$ cat src/rtl/serial_rx_pkg.sv
// serial_rx_pkg
//   Shared definitions for the serial byte-receive path: sequencer state
//   encoding, frame data width and the bit-timer counter width helper.
package serial_rx_pkg;

    typedef enum logic [2:0] {
        IDLE,
        START,
        DATA,
        STOP,
        WAIT_IDLE
    } state_t;

    localparam int DATA_BITS = 8;

    // Width of a counter that must hold 0 .. clks-1.
    function automatic int cnt_width(input int clks);
        return (clks > 1) ? $clog2(clks) : 1;
    endfunction

endpackage

$ cat src/rtl/serial_rx_bit_timer.sv
// serial_rx_bit_timer
//   Free-running bit-period counter for the receive sequencer. Counts
//   0 .. CLKS_PER_BIT-1 and wraps; the two strobes mark the last cycle of
//   the first half-bit and of a full bit.
// Ports:
//   clk      in   clock, posedge
//   reset    in   synchronous active-high reset, cnt -> 0
//   clear    in   hold/restart the counter at 0 on the next edge
//   half_pt  out  cnt == CLKS_PER_BIT/2 - 1
//   full_pt  out  cnt == CLKS_PER_BIT - 1
module serial_rx_bit_timer
    import serial_rx_pkg::*;
#(
    parameter int CLKS_PER_BIT = 16
) (
    input  logic clk,
    input  logic reset,
    input  logic clear,
    output logic half_pt,
    output logic full_pt
);

    localparam int CW = cnt_width(CLKS_PER_BIT);
    localparam logic [CW-1:0] HALF_LAST = CW'(CLKS_PER_BIT / 2 - 1);
    localparam logic [CW-1:0] FULL_LAST = CW'(CLKS_PER_BIT - 1);

    logic [CW-1:0] cnt;

    // Explicit wrap at FULL_LAST keeps non-power-of-two bit periods exact.
    always_ff @(posedge clk) begin
        if (reset || clear || full_pt)
            cnt <= '0;
        else
            cnt <= cnt + CW'(1);
    end

    assign half_pt = (cnt == HALF_LAST);
    assign full_pt = (cnt == FULL_LAST);

endmodule

$ cat src/rtl/serial_rx_sequencer.sv
// serial_rx_sequencer
//   Oversampling receive controller. Detects the start edge, samples each
//   bit at its midpoint, checks start/stop framing, assembles 8 data bits
//   LSB-first and presents the byte through a one-deep valid/ready holding
//   register.
// Ports:
//   clk        in   clock, posedge
//   reset      in   synchronous active-high reset
//   din        in   serial line, synchronized to clk, idle high
//   out_data   out  received byte, stable while out_valid and not accepted
//   out_valid  out  byte available
//   out_ready  in   consumer accepts when out_valid & out_ready
//   frame_err  out  one-cycle pulse, stop bit sampled low
//   overrun    out  one-cycle pulse, completed byte dropped (holding full)
module serial_rx_sequencer
    import serial_rx_pkg::*;
#(
    parameter int CLKS_PER_BIT = 16
) (
    input  logic                 clk,
    input  logic                 reset,
    input  logic                 din,
    output logic [DATA_BITS-1:0] out_data,
    output logic                 out_valid,
    input  logic                 out_ready,
    output logic                 frame_err,
    output logic                 overrun
);

    localparam int IW = cnt_width(DATA_BITS);

    state_t               state;
    logic [IW-1:0]        idx;
    logic [DATA_BITS-1:0] sr;
    logic                 timer_clear;
    logic                 half_pt;
    logic                 full_pt;

    // The timer idles at zero and is restarted at the start-bit midpoint,
    // so every later full_pt strobe falls in the middle of a bit.
    assign timer_clear = (state == IDLE) || (state == WAIT_IDLE) ||
                         (state == START && half_pt);

    serial_rx_bit_timer #(
        .CLKS_PER_BIT (CLKS_PER_BIT)
    ) u_bit_timer (
        .clk     (clk),
        .reset   (reset),
        .clear   (timer_clear),
        .half_pt (half_pt),
        .full_pt (full_pt)
    );

    // NOTE: all state here is updated with non-blocking assignments so every
    // branch reads the pre-edge values of out_valid, sr and idx.
    always_ff @(posedge clk) begin
        if (reset) begin
            state     <= IDLE;
            idx       <= '0;
            sr        <= '0;
            out_data  <= '0;
            out_valid <= 1'b0;
            frame_err <= 1'b0;
            overrun   <= 1'b0;
        end else begin
            // Flags are single-cycle pulses; a later assignment in this
            // block overrides these defaults for the cycle that raises them.
            frame_err <= 1'b0;
            overrun   <= 1'b0;

            // Consumer handshake; a delivery below in the same cycle wins.
            if (out_valid && out_ready)
                out_valid <= 1'b0;

            case (state)
                IDLE: begin
                    if (!din)
                        state <= START;
                end

                START: begin
                    if (half_pt) begin
                        if (!din) begin
                            state <= DATA;
                            idx   <= '0;
                        end else begin
                            state <= IDLE;   // glitch shorter than half a bit
                        end
                    end
                end

                DATA: begin
                    if (full_pt) begin
                        sr[idx] <= din;
                        idx     <= idx + IW'(1);
                        if (idx == IW'(DATA_BITS - 1))
                            state <= STOP;
                    end
                end

                STOP: begin
                    if (full_pt) begin
                        if (din) begin
                            state <= IDLE;
                            if (!out_valid || out_ready) begin
                                out_data  <= sr;
                                out_valid <= 1'b1;
                            end else begin
                                overrun <= 1'b1;
                            end
                        end else begin
                            frame_err <= 1'b1;
                            state     <= WAIT_IDLE;
                        end
                    end
                end

                WAIT_IDLE: begin
                    // A broken frame may leave the line low; do not treat
                    // that low level as a new start edge.
                    if (din)
                        state <= IDLE;
                end

                default: state <= IDLE;
            endcase
        end
    end

endmodule

$ cat config.mk
export PLATFORM = sky130hd
export DESIGN_NAME = serial_rx_sequencer
export DESIGN_NICKNAME = d
export VERILOG_FILES = /design/src/rtl/serial_rx_pkg.sv /design/src/rtl/serial_rx_bit_timer.sv /design/src/rtl/serial_rx_sequencer.sv
export SDC_FILE = /design/constraint.sdc
export NUM_CORES = 1
export LEC_CHECK = 0
export ABC_AREA = 1
export BUFFER_PORTS_ARGS = -buffer_cell sky130_fd_sc_hd__buf_2
export CAP_MARGIN = 0
export CORE_UTILIZATION = 49
export CTS_CLUSTER_DIAMETER = 100
export CTS_CLUSTER_SIZE = 16
export DETAILED_ROUTE_END_ITERATION = 10
export PLACE_DENSITY = 0.69
export SLEW_MARGIN = 40
export SYNTH_ARGS = -nofsm -noshare
export SYNTH_HDL_FRONTEND = slang
export SYNTH_SLANG_ARGS = --single-unit
$ cat constraint.sdc
create_clock -name clk -period 3.9 [get_ports clk]
set_clock_uncertainty 0.05 [all_clocks]
set_input_delay 0.195 -clock clk [delete_from_list [all_inputs] [get_ports clk]]
set_output_delay 0.195 -clock clk [all_outputs]
set_load 0.05 [all_outputs]
; Word level (Yosys, flattened, before mapping)
; Index checks and enable logic that the tools add are counted.
[totals]
regBits = 29
in_bits = 4
out_inout_bits = 11
elab_cells = 69
[classes]
add_sub_neg = 2
magnitude_cmp = 2
eq_ne = 14
n_mux = 23
bitwise = 3
reduce_logical = 17
[op_table]
columns = operator, count
row1 = 3-bit two-way mux, 10
row2 = 3-bit case mux with 5 select lines, 1
row3 = 2-bit != test (second input constant), 5
row4 = 8-bit bitwise mux, 1
row5 = 1-bit two-way mux, 8
row6 = 4-bit AND reduction, 2
row7 = 3-bit by 2-bit equality test with 1-bit output (second input constant), 2
row8 = 3-bit equality test (second input constant), 2
row9 = 3-bit case mux with 2 select lines, 1
row10 = 6-bit AND reduction, 1
row11 = 1-bit logical OR, 5
row12 = 4-bit by 1-bit adder with 4-bit output (second input constant), 1
row13 = 4-bit by 3-bit equality test with 1-bit output (second input constant), 1
row14 = 4-bit equality test (second input constant), 1
row15 = 3-bit by 4-bit < comparator with 1-bit output (second input constant), 1
row16 = 2-bit by 1-bit != test with 1-bit output (second input constant), 2
row17 = 4-bit OR reduction, 1
row18 = 3-bit by 1-bit adder with 3-bit output (second input constant), 1
row19 = 1-bit demux with 3-bit select, 1
row20 = 3-bit by 1-bit equality test with 1-bit output (second input constant), 1
row21 = 3-bit by 1-bit greater-or-equal comparator with 1-bit output (second input constant), 1
row22 = 1-bit logical AND, 3
row23 = 3-bit zero test, 1
row24 = 1-bit NOT, 3
row25 = other kinds (5), 5

; Longest topological paths before layout
; Gate-level depths: netlist of run 1.
[depth]
ltp_word = 6
depth_mapped = 9
ltp_nobuf = 9

; Modules after synthesis
; A second synthesis of run 1 with hierarchy kept.
[hier_totals]
hier_cells = 178
hier_area_um2 = 1323.8
[by_module_without_submodules]
columns = module, n_inst, cells_per_inst, area_each_um2, seq_area_each_um2
row1 = serial_rx_sequencer, 1, 157, 1158.6, 500.5
row2 = serial_rx_bit_timer, 1, 21, 165.2, 80.1

; Worst setup path before layout of run 1
; Ideal clock, no wire load.
[synth_timing]
path_type = register to register
startpoint = reg u_bit_timer.cnt[0]
endpoint = reg out_data[0]
setup_ps = 119
arrival_time_ps = 1170
required_ps = 3731
setup_slack_ps = 2560
path_stages_with_launch = 7
n_path_buf = 0
synth_period_minus_slack_ps = 1340
cell_sequence = dfxtp_1 -> ha_1 -> nand2_2 -> nor2_4 -> nand4_2 -> o21ai_0 -> a21oi_1
[synth_via]
elab_chain_cells = 2
[synth_lines]
columns = element, line
row1 = "start, declared", serial_rx_bit_timer.sv:27  ; logic [CW-1:0] cnt;
row2 = "start signal, assigned", serial_rx_bit_timer.sv:34  ; cnt <= cnt + CW'(1);
row3 = 4-bit equality test, serial_rx_bit_timer.sv:38  ; assign full_pt = (cnt == FULL_LAST);
row4 = 4-bit AND reduction (no source line), -
row5 = "end signal, assigned", serial_rx_sequencer.sv:106  ; out_data <= sr;
row6 = "end, declared", serial_rx_sequencer.sv:23  ; output logic [DATA_BITS-1:0] out_data,
; Every way passes these cells.
; A chain may end at the register's enable or synchronous reset.

; Worst setup path in the final report of run 1
[layout_timing]
startpoint = reg idx[0]
endpoint = reg state[2]
[layout_via]
elab_chain_cells = 3
[layout_lines]
columns = element, line
row1 = "start, declared", serial_rx_sequencer.sv:33  ; logic [IW-1:0] idx;
row2 = "start signal, assigned", serial_rx_sequencer.sv:95  ; idx <= idx + IW'(1);
row3 = 3-bit equality test, serial_rx_sequencer.sv:96  ; if (idx == IW'(DATA_BITS - 1))
row4 = 2-bit != test (no source line), -
row5 = 6-bit AND reduction (no source line), -
row6 = "end signal, assigned", serial_rx_sequencer.sv:97  ; state <= STOP;
row7 = "end signal, assigned", serial_rx_sequencer.sv:104  ; state <= IDLE;
row8 = "end signal, assigned", serial_rx_sequencer.sv:113  ; state <= WAIT_IDLE;
row9 = "end, declared", serial_rx_sequencer.sv:32  ; state_t state;
; Every way passes these cells.

==> flow_summary.json, run 1 <==
{
  "synth-simple-area-share": 0.329,
  "drive_gt1_frac": 0.202,
  "synthesis.nets": 189,
  "numPortBuffers": 14,
  "synth_edf_count": 0,
  "max_freq_mhz": 608,
  "cts_buffers": 5,
  "overflow": 0,
  "max_cap_viol_count": 0,
  "ys_seq_elements": 29,
  "htree_levels": 2,
  "crit_type": "flip-flop to flip-flop",
  "die_w_um": 55.3,
  "cts-resized-gates": 0,
  "cts_tree": "done",
  "firstDrtPassIters": 4,
  "rsz0062_at_grt": "false",
  "async_flop_share": 0,
  "cts_root_buf": "clkbuf_4",
  "cp.arrival_ns": 1.82,
  "fin_setup_tns_ns": 0,
  "cellPowerDensity_mw_per_mm2": 558,
  "whs_ns": 0.0890,
  "slowest_delay_ns": 0.59,
  "synthAdderAreaFrac": 0.0270,
  "detail-route-antenna-nets": 0,
  "crit_buf_inv": 1,
  "final-setup-viol-count": 0,
  "grt_max_degree": 21,
  "avgRoutedWirePerCell_um": 10.7,
  "final.period_utilization": 0.422,
  "critPathTopFamily": "flip-flops",
  "p_leak_nw": 0.652,
  "placed_area_mm2": 0.00145,
  "critPathLaunchType": "flip-flop",
  "setup_slack_ns": 2.25,
  "layout_common_cells": "dfxtp_1 (29), nor2_1 (25), nand2_1 (24)",
  "antenna_found_initial": 0,
  "hold_violations": 0,
  "area_growth_pct": 10.6,
  "avgSynthCellArea_um2": 7.64,
  "synth_mux_area_frac": 0,
  "hold_class": "input port to flip-flop",
  "power_mw": 0.857,
  "worstMarginPinSlew_ns": 0.498,
  "dr_total_vias": 1158,
  "row_count": 18,
  "holdBufCountCts": 0,
  "grtUsageTotal": 0.178,
  "grt_pass1_wl_um": 4360,
  "irDropWorstVdd_mv": 0.481,
  "finalMaxSlewViolations": 0,
  "path_max_fanout": 11,
  "gp_congestion": 0.795,
  "placedCellCount": 220,
  "die_area_mm2": 0.00305,
  "pre_cts_ws_ns": 2.27,
  "syn_inst": 182,
  "final_common_cell": "dfxtp_1",
  "remaining_drc_errors": 0,
  "antenna-diode-count": 0,
  "max_slew_margin": 0.668,
  "ys_seq_area_frac": 0.418,
  "grt_pass1_vias": 1033,
  "initial_core_util": 0.541,
  "cp_cell_sequence": "ha_1, ha_1, inv_1, nand3_1, nand3_2, nor2_4, nand2_1, nand2_1, nor2_1",
  "stdcell_count": 228,
  "cts_setup_buffers": 0,
  "clock_sinks": 29,
  "n_fill_cell": 238,
  "io_pins": 15,
  "die_height_um": 55.3,
  "required_ns": 4.07,
  "crit_path_end_kind": "flip-flop",
  "finalInstanceArea_mm2": 0.00154,
  "routed_wl_um": 2440,
  "synth_top_family_by_area": "simple AND/OR/NAND/NOR gates",
  "synth_compound_area_frac": 0.129,
  "nets": 204,
  "post-route-util": 0.599,
  "synth_ff_type": "dfxtp_1",
  "clkTransAtPathRegs_ns": 0.09,
  "cts_buffer_depth": 2,
  "coreArea_mm2": 0.00257,
  "yosys_warnings": 0,
  "synth_xor_xnor_area_share": 0.00630,
  "viasPerCell": 5.08,
  "place_hpwl_um": 1850,
  "slowest_stage": "dfxtp_1",
  "min_period_ns": 1.65,
  "clk_latency_ns": 0.32,
  "status": "complete, no violations",
  "yosysUniqueCellTypes": 29,
  "syn_area_mm2": 0.00139,
  "drt_iter0_drc": 28
}
-- state kept, by name, summed over array words and instances, names as in the netlist --
name and count:
state 3, idx 3, sr 8, overrun 1
out_valid 1, out_data 8, frame_err 1, u_bit_timer.cnt 4
-- worst register-to-register path, delay by kind of cell, from the launching register on --
family                     cells  cell delay, ns
and+or+nand+nor                6            0.51
buffers and inverters          1            0.04
adders and majority gates      2            0.36
DFF                            1            0.59
-- routing by layer --
layer  part of all wire  track usage  vias up
met5                  0            0        -
met4              0.011       0.0750        0
met1               0.49        0.230      513
met2               0.45        0.281       15
met3              0.040       0.0492        5
li1                   -            -      625
-- report_power, final --
part / total [mW] / leakage [nW] / internal (mW) / switching [mW]
Sequential: 0.361 / 0.234 / 0.318 / 0.0425
Clock: 0.254 / 0.0455 / 0.153 / 0.101
Combinational: 0.243 / 0.372 / 0.0880 / 0.155
Total: 0.857 / 0.652 / 0.559 / 0.298
-- area by class of cell --
cell class / count / area (µm²) / area share
well taps: 30 / 37.5 / 0.0244
flip-flops and latches: 29 / 581 / 0.378
repair buffers: 14 / 70.1 / 0.0456
clock buffers: 7 / 55.1 / 0.0358
inverters: 22 / 82.6 / 0.0537
multi-input cells: 125 / 682 / 0.443
clock inverters: 1 / 30.0 / 0.0195
-- logic make-up after synthesis --
family	count (synthesis)
adder cells (fa/ha/maj)	3
flip-flops	29
XOR/XNOR	1
buffers and inverters	28
AND/OR/NAND/NOR	86
AO/OA/AOI/OAI	35
-- cell usage after synthesis (2+ instances only) --
library cell	instances	area [µm²]
dfxtp_1	29	581
nor2_1	25	93.8
nand2_1	24	90.1
inv_1	20	75.1
a21oi_1	15	75.1
o21ai_0	15	75.1
nand3_1	12	60.1
nand2_2	4	25.0
nor2_4	4	45.0
nor3_1	4	20.0
ha_1	3	37.5
o21ai_1	3	15.0
buf_2	2	10.0
buf_6	2	22.5
inv_2	2	7.51
nand2_4	2	22.5
nand4_1	2	12.5
nor2_2	2	12.5
nor3_2	2	20.0
-- final timing paths --
path / cells past startpoint / endpoint / slack (ns) / start
max reg2reg: 9 / state[2] / 2.25 / idx[0]
max: 9 / state[2] / 2.25 / idx[0]
min reg2reg: 2 / out_data[2] / 0.39 / out_data[2]
min: 2 / idx[1] / 0.09 / reset
No activity file was read; power rests on OpenSTA's default activity.
==> inputs of run 2 (changes only) <==
==> constraint.sdc (replaced) <==
create_clock -name clk -period 1.6 [get_ports clk]
set_clock_uncertainty 0.05 [all_clocks]
set_input_delay 0.08 -clock clk [delete_from_list [all_inputs] [get_ports clk]]
set_output_delay 0.08 -clock clk [all_outputs]
set_load 0.05 [all_outputs]
==> flow_summary.json, run 2 (same netlist as run 1, synthesis figures left out) <==
{
  "status": "complete, no violations",
  "max_cap_viol_count": 0,
  "swShare": 0.393,
  "irDropWorstVdd_mv": 1.02,
  "reg2reg_from": "u_bit_timer.cnt[0]",
  "worstMarginPinSlew_ns": 0.319,
  "dr_total_vias": 1225,
  "p_comb_frac": 0.326,
  "cts_buffers": 5,
  "rr_worst_depth": 8,
  "crit_path_end_kind": "flip-flop",
  "path_max_fanout": 6,
  "grt_pass1_wl_um": 4570,
  "row_count": 18,
  "r2r_end": "sr[0]",
  "hold_class": "input port to flip-flop",
  "io_pins": 15,
  "firstDrtPassIters": 4,
  "crit_type": "flip-flop to flip-flop",
  "required_ns": 1.79,
  "slowest_stage": "dfxtp_1",
  "whs_ns": 0.0929,
  "n_fill_cell": 247,
  "critPathLaunchType": "flip-flop",
  "fin_setup_tns_ns": 0,
  "clock_sinks": 29,
  "grt_max_degree": 16,
  "die_height_um": 55.3,
  "largestRegisters": "out_data (8), sr (8), u_bit_timer.cnt (4)",
  "detail-route-antenna-nets": 0,
  "ff_latch_area_um2": 581,
  "antenna-diode-count": 0,
  "crit_buf_inv": 0,
  "nets": 209,
  "final.period_utilization": 0.927,
  "gp_congestion": 0.893,
  "cts_buffer_depth": 2,
  "routed_wl_um": 2730,
  "drive_gt1_frac": 0.222,
  "critPathTopFamily": "simple AND/OR/NAND/NOR gates",
  "initial_core_util": 0.541,
  "pre_cts_ws_ns": 0.0604,
  "grtUsageTotal": 0.190,
  "rsz0062_at_grt": "false",
  "whs_path_depth": 3,
  "grt_pass1_vias": 1107,
  "htree_levels": 2,
  "p_leak_nw": 0.665,
  "numPortBuffers": 14,
  "hp-start": "din",
  "coreArea_mm2": 0.00257,
  "overflow": 0,
  "remaining_drc_errors": 0,
  "area_growth_pct": 12.3,
  "hold_violations": 0,
  "final_common_cell": "dfxtp_1",
  "netSwitchingPower_mw": 0.761,
  "die_area_mm2": 0.00305,
  "multi_input_area_um2": 693,
  "clkTransAtPathRegs_ns": 0.10,
  "die_w_um": 55.3,
  "max_freq_mhz": 674,
  "cellPowerDensity_mw_per_mm2": 1240,
  "finalMaxSlewViolations": 0,
  "max_slew_margin": 0.785,
  "slowest_delay_ns": 0.38,
  "layout_common_cells": "dfxtp_1 (29), nor2_1 (25), nand2_1 (24)",
  "min_period_ns": 1.48,
  "whs_endpoint": "sr[5]",
  "drt_iter0_drc": 28,
  "antenna_found_initial": 0,
  "cts_tree": "done",
  "final-setup-viol-count": 0,
  "clkPwrFrac": 0.225,
  "cp_cell_sequence": "ha_2, nand2_2, nor2_4, nand2_2, nor3_2, nand2_1, nand2_1, nor2_1",
  "rrSetupSlack_ns": 0.12,
  "place_hpwl_um": 2020,
  "viasPerCell": 5.26,
  "intPower_mw": 1.18,
  "cp.arrival_ns": 1.67,
  "clk_latency_ns": 0.33,
  "avgRoutedWirePerCell_um": 11.7,
  "cts_root_buf": "clkbuf_4",
  "power_mw": 1.94,
  "power_frac_seq": 0.449,
  "setup_slack_ns": 0.117
}
[run 2: cell types whose count changed in the layout (fill, tap and decap cells not counted), sizes merged]
cell,delta
dlygate4sd3,+2
buf,+3
clkinv,+2
clkinvlp,+1
clkbuf,-2
bufinv,-1
[run 2: timing repair]
action / in CTS / in global routing
resized for setup: 0 / 3
endpoints found under the setup margin: 0 / 9
endpoints found under the hold margin: 7 / 0
hold buffers: 2 / 0
buffers inserted: 0 / 0
[run 2: through the flow]
step	instances	instance area [µm²]	utilization
final	233	1560	0.608
after global routing	233	1560	0.608
after CTS	233	1550	0.604
after detailed placement	223	1480	0.575
after global placement	223	1480	0.575
after floorplan	182	1390	-
[run 2: layout make-up]
cell class              count  area share
clock inverters             3      0.0112
multi-input cells         125       0.444
repair buffers             19      0.0721
well taps                  30      0.0240
flip-flops and latches     29       0.372
inverters                  22      0.0529
clock buffers               5      0.0240
[run 2: metal layers]
metal	global-route usage	routed length (µm)	part of all wire	up-vias
li1	-	-	-	631
met1	0.232	1310	0.48	549
met2	0.299	1190	0.44	36
met3	0.0679	157	0.058	9
met4	0.0893	63	0.023	0
met5	0	0	0	-
[run 2: power groups by stage]
stage          clock network [mW]  logic [mW]  registers (mW)
2_1_floorplan                   0       0.609           0.828
3_3_place_gp                    0       0.610           0.881
3_5_place_dp                    0       0.629           0.884
4_1_cts                     0.443       0.634           0.867
5_1_grt                     0.472       0.712           0.881
6_report                    0.435       0.632           0.870
[run 2: how the worst max path moves through the flow]
stage | end | from | cells after the start
2_1_floorplan | out_data[0] | u_bit_timer.cnt[0] | 6
3_3_place_gp | out_data[1] | u_bit_timer.cnt[0] | 6
3_5_place_dp | out_data[3] | u_bit_timer.cnt[0] | 6
4_1_cts | out_data[3] | u_bit_timer.cnt[0] | 6
5_1_grt | sr[1] | u_bit_timer.cnt[0] | 7
6_report | sr[0] | u_bit_timer.cnt[0] | 8
[run 2: worst register-to-register path, cell delays in order (launching register included)]
cell,delay [ns]
dfxtp_1,0.38
ha_2,0.25
nand2_2,0.09
nor2_4,0.19
nand2_2,0.10
nor3_2,0.15
nand2_1,0.08
nand2_1,0.06
nor2_1,0.04
==> inputs of run 3 (changes only) <==
--- a/config.mk
+++ b/config.mk
@@ -9,6 +9,7 @@
 export BUFFER_PORTS_ARGS = -buffer_cell sky130_fd_sc_hd__buf_2
 export CAP_MARGIN = 0
 export CORE_UTILIZATION = 49
+export CTS_BUF_LIST = sky130_fd_sc_hd__clkbuf_8
 export CTS_CLUSTER_DIAMETER = 100
 export CTS_CLUSTER_SIZE = 16
 export DETAILED_ROUTE_END_ITERATION = 10
==> flow_summary.json, run 3 (same netlist as run 1, synthesis figures left out) <==
{
  "status": "complete, no violations",
  "crit_type": "flip-flop to flip-flop",
  "crit_path_end_kind": "flip-flop",
  "remaining_drc_errors": 0,
  "cts_buffers": 5,
  "layout_common_cells": "dfxtp_1 (29), nor2_1 (25), nand2_1 (24)",
  "setup_slack_ns": 0.131,
  "wl_met2_um": 1280,
  "dr_total_vias": 1214,
  "netSwitchingPower_mw": 0.776,
  "stdcell_count": 231,
  "numPortBuffers": 14,
  "p_comb_frac": 0.303,
  "clock_sinks": 29,
  "p_leak_nw": 0.670,
  "power_mw": 2.08,
  "cellPowerDensity_mw_per_mm2": 1330,
  "pre_cts_ws_ns": 0.0604,
  "antenna-diode-count": 0,
  "clkPwrFrac": 0.281,
  "hold_violations": 0,
  "final.period_utilization": 0.918,
  "initial_core_util": 0.541,
  "rrSetupSlack_ns": 0.13,
  "routed_wl_um": 2720,
  "crit_path_start": "u_bit_timer.cnt[0]",
  "die_area_mm2": 0.00305,
  "clkTransAtPathRegs_ns": 0.06,
  "ff_latch_area_um2": 581,
  "intPower_mw": 1.31,
  "viasPerCell": 5.26,
  "multi_input_area_um2": 693,
  "avgRoutedWirePerCell_um": 11.8,
  "fin_setup_tns_ns": 0,
  "wl_met1_um": 1250,
  "whs_ns": 0.0177,
  "irDropWorstVdd_mv": 0.930,
  "grt_pass1_vias": 1103,
  "drive_gt1_frac": 0.224,
  "n_fill_cell": 247,
  "clk_latency_ns": 0.28,
  "cp.arrival_ns": 1.60,
  "grtUsageTotal": 0.196,
  "max_freq_mhz": 681,
  "rr_worst_depth": 8,
  "area_growth_pct": 13.1,
  "antenna_found_initial": 0,
  "power_frac_seq": 0.417,
  "cts_tree": "done",
  "final-setup-viol-count": 0,
  "gp_congestion": 0.893,
  "required_ns": 1.73,
  "grt_max_degree": 16,
  "max_slew_margin": 0.790,
  "row_count": 18,
  "die_height_um": 55.3,
  "top_layer": "met4",
  "placedCellCount": 223,
  "cp-endpoint": "sr[0]",
  "drt_iter0_drc": 22,
  "path_max_fanout": 6,
  "die_w_um": 55.3,
  "largestRegisters": "out_data (8), sr (8), u_bit_timer.cnt (4)",
  "reg2reg_from": "u_bit_timer.cnt[0]",
  "final_common_cell": "dfxtp_1",
  "worstMarginPinSlew_ns": 0.312,
  "firstDrtPassIters": 4,
  "grt_pass1_wl_um": 4650,
  "critPathLaunchType": "flip-flop",
  "nets": 207,
  "overflow": 0,
  "min_period_ns": 1.47,
  "post-route-util": 0.613,
  "cts_root_buf": "clkbuf_8",
  "place_hpwl_um": 2020,
  "finalMaxSlewViolations": 0,
  "coreArea_mm2": 0.00257,
  "met3WireLength_um": 143,
  "htree_levels": 2,
  "detail-route-antenna-nets": 0,
  "hold_class": "input port to flip-flop",
  "cts_buffer_depth": 2,
  "max_cap_viol_count": 0,
  "rsz0062_at_grt": "false",
  "swShare": 0.372,
  "finalInstanceArea_mm2": 0.00157,
  "cts_setup_buffers": 0,
  "placed_area_mm2": 0.00148,
  "r2r_end": "sr[0]",
  "io_pins": 15
}
==> run 3: per-layer routing <==
| metal | global-route usage | up-vias |
|---|---|---|
| met5 | 0 | - |
| met2 | 0.315 | 29 |
| met1 | 0.236 | 556 |
| met4 | 0.0821 | 0 |
| li1 | - | 624 |
| met3 | 0.0726 | 5 |
==> run 3: power by group through the flow <==
stage | clock network [mW] | logic (mW) | registers, mW
after floorplan | 0 | 0.609 | 0.828
after global placement | 0 | 0.610 | 0.881
final | 0.585 | 0.631 | 0.868
after global routing | 0.631 | 0.716 | 0.881
after detailed placement | 0 | 0.629 | 0.884
after CTS | 0.601 | 0.641 | 0.868
==> run 3: area by class of cell <==
type	instances	share of cell area
clock buffers	5	0.0438
clock inverters	3	0.0111
inverters	22	0.0525
multi-input cells	125	0.441
flip-flops and latches	29	0.369
well taps	30	0.0239
repair buffers	17	0.0589
==> run 3: how the worst min path moves through the flow <==
stage | depth (start not counted) | slack, ns | startpoint | to
finish | 4 | 0.02 | out_ready | overrun
global route | 4 | 0.03 | out_ready | overrun
CTS | 2 | 0.01 | reset | sr[5]
detailed placement | 4 | 0.32 | out_ready | overrun
global placement | 4 | 0.31 | out_ready | overrun
floorplan | 1 | 0.1 | reset | idx[1]
==> run 3: timing repair <==
item,in CTS,in global routing
setup endpoints to repair,0,9
endpoints found under the hold margin,0,0
hold buffers,0,0
resized for setup,0,3
==> run 3: worst max-delay path: stages (launching register included) <==
cell,delay (ns)
dfxtp_1,0.36
ha_2,0.25
nand2_2,0.10
nor2_4,0.19
nand2_2,0.10
nor3_2,0.15
nand2_1,0.08
nand2_1,0.06
nor2_1,0.04
